## src/rtl/snake_reg_ctrl_if.sv

```systemverilog
`default_nettype none
// ============================================================================
// Module      : snake_reg_ctrl_if
// Description : Bundles the processor store handshake, the board-clear
//               control/status lines and the register-file write port that
//               meet at snake_reg_ctrl.
// Revision    : 1.0 - initial release
// ============================================================================
interface snake_reg_ctrl_if;
  logic        cpu_req;
  logic [31:0] cpu_index;
  logic [31:0] cpu_data;
  logic        cpu_ack;
  logic        clear_start;
  logic        busy;
  logic        clear_done;
  logic [31:0] reg_index;
  logic [31:0] reg_value;
  logic        reg_enable;

  // Processor / game-control side
  modport master (
    output cpu_req, cpu_index, cpu_data, clear_start,
    input  cpu_ack, busy, clear_done, reg_index, reg_value, reg_enable
  );

  // Controller side
  modport slave (
    input  cpu_req, cpu_index, cpu_data, clear_start,
    output cpu_ack, busy, clear_done, reg_index, reg_value, reg_enable
  );
endinterface
`default_nettype wire

```

## src/rtl/snake_reg_ctrl.sv

```systemverilog
`default_nettype none
// ============================================================================
// Module      : snake_reg_ctrl
// Description : Shares the snake register-file write port between the
//               processor store path and a board-clear/init sweep engine,
//               with round-robin arbitration when both want the port.
//               Optional macro SNAKE_CTRL_INIT_REGS_EN: when defined the
//               sweep also initialises game registers 100..LAST_INDEX;
//               when undefined only the board cells are cleared.
// Revision    : 1.0 - initial release
// ============================================================================
module snake_reg_ctrl #(
  parameter int          NUM_CELLS      = 100,
  parameter int          LAST_INDEX     = 108,
  parameter logic [31:0] HEAD1_POS_INIT = 32'd11,
  parameter logic [31:0] HEAD2_POS_INIT = 32'd88,
  parameter logic [31:0] LEN_INIT       = 32'd1,
  parameter logic [31:0] APPLE_INIT     = 32'd55
) (
  input wire logic        clock,
  input wire logic        reset,
  snake_reg_ctrl_if.slave bus
);

  localparam logic [1:0]  c_st_idle   = 2'd0;
  localparam logic [1:0]  c_st_cells  = 2'd1;
  localparam logic [1:0]  c_st_regs   = 2'd2;
  localparam logic [1:0]  c_st_fin    = 2'd3;

  localparam logic [6:0]  c_last_cell = 7'(NUM_CELLS - 1);
  localparam logic [6:0]  c_last_reg  = 7'(LAST_INDEX);
  localparam logic [31:0] c_max_index = 32'(LAST_INDEX);

  logic [1:0]  r_state;
  logic [6:0]  r_count;
  logic        r_last_eng;    // 1: engine won the previous grant, 0: CPU
  logic        r_cpu_ack;
  logic        r_busy;
  logic        r_clear_done;
  logic [31:0] r_reg_index;
  logic [31:0] r_reg_value;
  logic        r_reg_enable;

  logic [1:0]  w_state_nxt;
  logic [6:0]  w_count_nxt;
  logic        w_cpu_cont;
  logic        w_eng_cont;
  logic        w_grant_cpu;
  logic        w_grant_eng;
  logic        w_cpu_ack_nxt;
  logic        w_busy_nxt;
  logic        w_clear_done_nxt;
  logic [31:0] w_reg_index_nxt;
  logic [31:0] w_reg_value_nxt;
  logic        w_reg_enable_nxt;

  // Init value written into game register idx during the register sweep
  function automatic logic [31:0] f_init_value(input logic [6:0] idx);
    case (idx)
      7'd100:  f_init_value = HEAD1_POS_INIT;
      7'd101:  f_init_value = HEAD2_POS_INIT;
      7'd102:  f_init_value = LEN_INIT;
      7'd103:  f_init_value = LEN_INIT;
      7'd107:  f_init_value = APPLE_INIT;
      default: f_init_value = 32'd0;
    endcase
  endfunction

  // A request being acknowledged this cycle is not a new request
  assign w_cpu_cont  = bus.cpu_req & ~r_cpu_ack;
  assign w_eng_cont  = (r_state == c_st_cells) | (r_state == c_st_regs);
  // Round-robin: on a tie the side that did not win last time goes first
  assign w_grant_cpu = w_cpu_cont & (~w_eng_cont | r_last_eng);
  assign w_grant_eng = w_eng_cont & (~w_cpu_cont | ~r_last_eng);

  // State, sweep counter, arbitration history and registered outputs
  always_ff @(posedge clock) begin
    if (!reset) begin
      r_state      <= c_st_idle;
      r_count      <= 7'd0;
      r_last_eng   <= 1'b0;
      r_cpu_ack    <= 1'b0;
      r_busy       <= 1'b0;
      r_clear_done <= 1'b0;
      r_reg_index  <= 32'd0;
      r_reg_value  <= 32'd0;
      r_reg_enable <= 1'b0;
    end else begin
      r_state      <= w_state_nxt;
      r_count      <= w_count_nxt;
      if (w_grant_cpu) begin
        r_last_eng <= 1'b0;
      end else if (w_grant_eng) begin
        r_last_eng <= 1'b1;
      end
      r_cpu_ack    <= w_cpu_ack_nxt;
      r_busy       <= w_busy_nxt;
      r_clear_done <= w_clear_done_nxt;
      r_reg_index  <= w_reg_index_nxt;
      r_reg_value  <= w_reg_value_nxt;
      r_reg_enable <= w_reg_enable_nxt;
    end
  end

  // Sweep sequencing: counter advances only on engine grants, stops at terminal count
  always_comb begin
    w_state_nxt = r_state;
    w_count_nxt = r_count;
    case (r_state)
      c_st_idle: begin
        if (bus.clear_start) begin
          w_state_nxt = c_st_cells;
          w_count_nxt = 7'd0;
        end
      end
      c_st_cells: begin
        if (w_grant_eng) begin
          if (r_count == c_last_cell) begin
`ifdef SNAKE_CTRL_INIT_REGS_EN
            w_state_nxt = c_st_regs;
            w_count_nxt = 7'(NUM_CELLS);
`else
            w_state_nxt = c_st_fin;
`endif
          end else begin
            w_count_nxt = r_count + 7'd1;
          end
        end
      end
      c_st_regs: begin
        if (w_grant_eng) begin
          if (r_count == c_last_reg) begin
            w_state_nxt = c_st_fin;
          end else begin
            w_count_nxt = r_count + 7'd1;
          end
        end
      end
      default: begin
        w_state_nxt = c_st_idle;
      end
    endcase
  end

  // Next values of the registered outputs; write port holds when nobody is granted
  always_comb begin
    w_cpu_ack_nxt    = w_grant_cpu;
    w_busy_nxt       = (w_state_nxt != c_st_idle);
    w_clear_done_nxt = (r_state == c_st_fin);
    w_reg_index_nxt  = r_reg_index;
    w_reg_value_nxt  = r_reg_value;
    w_reg_enable_nxt = 1'b0;
    if (w_grant_cpu) begin
      w_reg_index_nxt  = bus.cpu_index;
      w_reg_value_nxt  = bus.cpu_data;
      // Out-of-range stores are acknowledged but never reach the register file
      w_reg_enable_nxt = (bus.cpu_index <= c_max_index);
    end else if (w_grant_eng) begin
      w_reg_index_nxt  = {25'd0, r_count};
      w_reg_value_nxt  = (r_state == c_st_regs) ? f_init_value(r_count) : 32'd0;
      w_reg_enable_nxt = 1'b1;
    end
  end

  assign bus.cpu_ack    = r_cpu_ack;
  assign bus.busy       = r_busy;
  assign bus.clear_done = r_clear_done;
  assign bus.reg_index  = r_reg_index;
  assign bus.reg_value  = r_reg_value;
  assign bus.reg_enable = r_reg_enable;

endmodule
`default_nettype wire

```

## src/flat_wrapper.sv

```systemverilog
// flat-port wrapper written by rule: the top's interface ports become plain ports
module snake_reg_ctrl_flat 
#(
  parameter int          NUM_CELLS      = 100,
  parameter int          LAST_INDEX     = 108,
  parameter logic [31:0] HEAD1_POS_INIT = 32'd11,
  parameter logic [31:0] HEAD2_POS_INIT = 32'd88,
  parameter logic [31:0] LEN_INIT       = 32'd1,
  parameter logic [31:0] APPLE_INIT     = 32'd55
)
  (clock, reset, bus_cpu_req, bus_cpu_index, bus_cpu_data, bus_clear_start, bus_cpu_ack, bus_busy, bus_clear_done, bus_reg_index, bus_reg_value, bus_reg_enable);
  snake_reg_ctrl_if bus_i ();
  input wire logic clock;
  input wire logic reset;
  input wire logic [$bits(bus_i.cpu_req)-1:0] bus_cpu_req;
  input wire logic [$bits(bus_i.cpu_index)-1:0] bus_cpu_index;
  input wire logic [$bits(bus_i.cpu_data)-1:0] bus_cpu_data;
  input wire logic [$bits(bus_i.clear_start)-1:0] bus_clear_start;
  output wire logic [$bits(bus_i.cpu_ack)-1:0] bus_cpu_ack;
  output wire logic [$bits(bus_i.busy)-1:0] bus_busy;
  output wire logic [$bits(bus_i.clear_done)-1:0] bus_clear_done;
  output wire logic [$bits(bus_i.reg_index)-1:0] bus_reg_index;
  output wire logic [$bits(bus_i.reg_value)-1:0] bus_reg_value;
  output wire logic [$bits(bus_i.reg_enable)-1:0] bus_reg_enable;
  assign bus_i.cpu_req = bus_cpu_req;
  assign bus_i.cpu_index = bus_cpu_index;
  assign bus_i.cpu_data = bus_cpu_data;
  assign bus_i.clear_start = bus_clear_start;
  assign bus_cpu_ack = bus_i.cpu_ack;
  assign bus_busy = bus_i.busy;
  assign bus_clear_done = bus_i.clear_done;
  assign bus_reg_index = bus_i.reg_index;
  assign bus_reg_value = bus_i.reg_value;
  assign bus_reg_enable = bus_i.reg_enable;
  snake_reg_ctrl #(.NUM_CELLS(NUM_CELLS), .LAST_INDEX(LAST_INDEX), .HEAD1_POS_INIT(HEAD1_POS_INIT), .HEAD2_POS_INIT(HEAD2_POS_INIT), .LEN_INIT(LEN_INIT), .APPLE_INIT(APPLE_INIT)) u_core (.clock(clock), .reset(reset), .bus(bus_i));
endmodule
```

## config.mk

```make
export PLATFORM = sky130hd
export DESIGN_NAME = snake_reg_ctrl_flat
export DESIGN_NICKNAME = d
export VERILOG_FILES = /design/src/rtl/snake_reg_ctrl_if.sv /design/src/rtl/snake_reg_ctrl.sv /design/src/flat_wrapper.sv
export SDC_FILE = /design/constraint.sdc
export NUM_CORES = 1
export LEC_CHECK = 0
export ABC_CLOCK_PERIOD_IN_PS = 2000
export BUFFER_PORTS_ARGS = -buffer_cell sky130_fd_sc_hd__buf_4
export CAP_MARGIN = 20
export CORE_MARGIN = 2
export CORE_UTILIZATION = 42
export DETAILED_ROUTE_END_ITERATION = 10
export PLACE_DENSITY = 0.75
export SYNTH_ARGS = -nofsm -noshare
export SYNTH_HDL_FRONTEND = slang
export SYNTH_SLANG_ARGS = --single-unit
```

## constraint.sdc

```tcl
create_clock -name clock -period 2 [get_ports clock]
set_input_delay 0.2 -clock clock [delete_from_list [all_inputs] [get_ports clock]]
set_output_delay 0.2 -clock clock [all_outputs]
set_load 0.005 [all_outputs]
```

==> run summary <==
The static leakage came out at 0.002036 µW. The count of warnings emitted by yosys is 0. In this run the tool buffered the top-level ports with 135 buffer cells. The HPWL after detailed placement came out at 6200 µm. TritonCTS built the clock tree. No sink is reached through more buffers than the 2 on the longest clock path. The net count of the finished layout is 522. The initial utilization of the core area, before any placement, comes to 44.03%.

The initial antenna violation count is 0. After layout, the worst path uses 94.70% of the clock period. The flow ran to the end, and the final reports show no timing, DRC or antenna violations. After routing, the total negative slack on setup checks comes to 0 ns. Along the worst path, the maximum fanout reaches 9.

The floorplan has 30 rows. In this run the remaining antenna-violating nets after routing total 0. The clock-pin slew on the worst setup and hold paths is 0.09 ns. The global-route wire length before repair is 13460 µm. The number of clock sinks seen by CTS is 78.

The number of cells in the finished layout apart from fillers is 546. In this run, CTS created clock tree buffers numbering 9. The standard cell core area came out at 6869 µm². The first detailed-routing pass ran for 4 iterations. The power after layout came out at 3799 µW. Of the cells placed in the final design, the portion with a size suffix greater than 1 is 39.56%.

Summed over all layers, the routed wires come to 8848 µm. The worst clock skew came out at 0.01190 ns. The total power density per cell area is 847.9 nW/µm². The maximum level of the CTS H-tree came out at 3.

The cell area after layout is 4481 µm². The worst setup path is captured at a register. Among all flip-flop cells after synthesis, the most frequent one is dfxtp_1. Setup violations remaining at the end of the flow were counted as 0. The first-iteration detailed-routing DRC count came out at 80. The average wire per standard cell came out at 16.21 µm.

The worst path arrival time is 2.15 ns. The highest clock rate is 528.0 MHz. Of all flip-flops after synthesis, the portion carrying an async set or reset was 0%.

The clock network latency to the later pin of the worst-skew pair came out at 0.34 ns. The startpoint-to-endpoint class of the critical path is reg -> reg. The path class of the tightest hold or removal check is in -> reg.

Counting flops with a built-in enable in the synthesized netlist gives 0. The mean instance size in the synthesized netlist came out at 10.05 µm². The post-synthesis cell area is 3024 µm². The via count came out at 2890. The count of unique library cells instantiated by Yosys is 41. The antenna cell count is 0. The via count of the first global-routing pass came out at 2739. The count of state elements after synthesis is 78. The relative max-transition margin is 56.24%. The top-level I/O count came out at 136. The maximum ir drop on the vdd rail is 0.0003987 V. The number of setup buffers added after CTS is 0.

The placer congestion estimate is 0.8784. In this run the clock root is driven by a clkbuf_8. Relative to the synthesized area, the layout overhead comes to 48.16%. The synthesized net count came out at 378. The maximum number of pins on one net before global-route repair is 27.

The data required time of the critical path came out at 2.25 ns. In this run the cell area measured after placement is 4209 µm². The y dimension of the die came out at 88.86 µm. The global router's overall resource usage came out at 22.00%. Summed over all layers, the global routing overflow is 0. For the pin with the worst max-slew slack, the measured transition is 0.6549 ns. The number of slew-limit violations in the final report came out at 0. For this run, the share of the core covered by cells in the final layout is 65.23%. The post-synthesis instance total is 301. The area enclosed by the die boundary came out at 7895 µm². The final count of hold timing violations is 0. The worst setup path is launched from a register. The worst path in the final design needs a cycle of 1.894 ns, including I/O delays and setup.

The placed cell count came out at 528. Sequential cells were found to cover 51.63% of the synthesized design area. After detailed routing, the number of remaining DRC violations is 0. The via count normalized by instance count is 5.293. The number of violations of the max-capacitance limit is 0. The x dimension of the die is 88.86 µm. Setup repair after global routing left no endpoint under its margin.
==> critical path, stage by stage (launching register included) <==
cell	delay, ns
dfxtp_1	0.33
inv_1	0.07
ha_1	0.32
buf_4	0.18
a31oi_1	0.11
a211o_4	0.34
or2_4	0.27
o32ai_2	0.19
==> metal layers <==
metal	track usage (%)	routed length, µm
met5	0	0
met4	7.163	58
met3	5.037	729
met2	37.38	4393
met1	27.56	3666
==> metrics by stage <==
stage	hold slack (ns)	setup WS, ns
finish	0.05635	0.1060
global placement	0.4103	-0.02489
CTS	0.05330	0.04479
floorplan	0.3257	0.04383
detailed placement	0.4143	-0.1158
global route	0.04913	0.003884
==> layout by cell type, fill, tap and decap left out, drive strengths merged, types with 4 or more instances in the layout <==
cell    count
nor2       18
a31oi       5
nand2b      4
o211ai      6
dfxtp      78
nand2      22
a21oi      10
a311oi      7
clkbuf     11
a22o       50
ha          9
nand3b      4
buf       151
inv        11
nand3       9
nor4        7
o21ai      16
==> area by class of cell <==
cell class / instances / area [µm²]
clock buffers: 11 / 131.4
inverters: 10 / 37.54
flip-flops and latches: 78 / 1562
fillers: 584 / 2389
multi-input cells: 195 / 1390
clock inverters: 5 / 106.4
well taps: 96 / 120.1
repair buffers: 151 / 1134
==> flip-flops by register name (all words and copies together) (netlist names) <==
name	flops
u_core.r_last_eng	1
u_core.bus.reg_enable	1
u_core.bus.busy	1
u_core.bus.clear_done	1
u_core.r_count	7
u_core.r_state	2
u_core.bus.reg_index	32
u_core.bus.reg_value	32
u_core.bus.cpu_ack	1
==> Yosys cell counts, types with 4 or more instances <==
master / number / area, µm²
o21ai_1: 7 / 35.03
nand2b_1: 4 / 25.02
clkbuf_1: 18 / 67.56
o211ai_1: 5 / 37.54
nor4_1: 7 / 43.79
dfxtp_1: 78 / 1562
o21ai_0: 9 / 45.04
a22o_1: 50 / 437.9
a311oi_1: 7 / 61.31
nand3_1: 9 / 45.04
a21oi_1: 10 / 50.05
nor2_1: 16 / 60.06
a31oi_1: 5 / 31.28
nand2_1: 22 / 82.58
ha_1: 9 / 112.6
inv_1: 9 / 33.78
==> repair_timing <==
item                                    in CTS  in global routing
pin swaps                                    1                  0
endpoints found under the setup margin      51                 12
hold buffers                                 0                  0
gates cloned                                 2                  0
gates resized for setup                      2                  3
==> kinds of logic (layout without fill, tap and decap cells) <==
logic type	after synthesis	in the layout	synth area share [%]
flops	78	78	51.63
simple gates	79	81	13.45
buf+inv	30	177	4.013
compound gates	105	105	27.18
fa+ha+maj	9	9	3.724
==> worst paths after layout <==
check / startpoint / depth (start not counted) / slack [ns] / end
max reg2reg: u_core.r_state[0]$_SDFF_PN0_ / 7 / 0.11 / u_core.r_count[2]$_SDFFE_PN0P_
max: u_core.r_state[0]$_SDFF_PN0_ / 7 / 0.11 / u_core.r_count[2]$_SDFFE_PN0P_
min reg2reg: u_core.bus.reg_value[1]$_SDFFE_PN0P_ / 2 / 0.47 / u_core.bus.reg_value[1]$_SDFFE_PN0P_
min: bus_cpu_data[19] / 2 / 0.06 / u_core.bus.reg_value[19]$_SDFFE_PN0P_
==> report_power, final <==
group / switching, µW / internal, µW / leakage [µW]
clock network: 586 / 836 / 0.000114
logic: 307 / 348 / 0.00128
registers: 59.6 / 1660 / 0.000639
total: 952 / 2850 / 0.00204
Note: power is estimated with default switching activity, not from simulation.
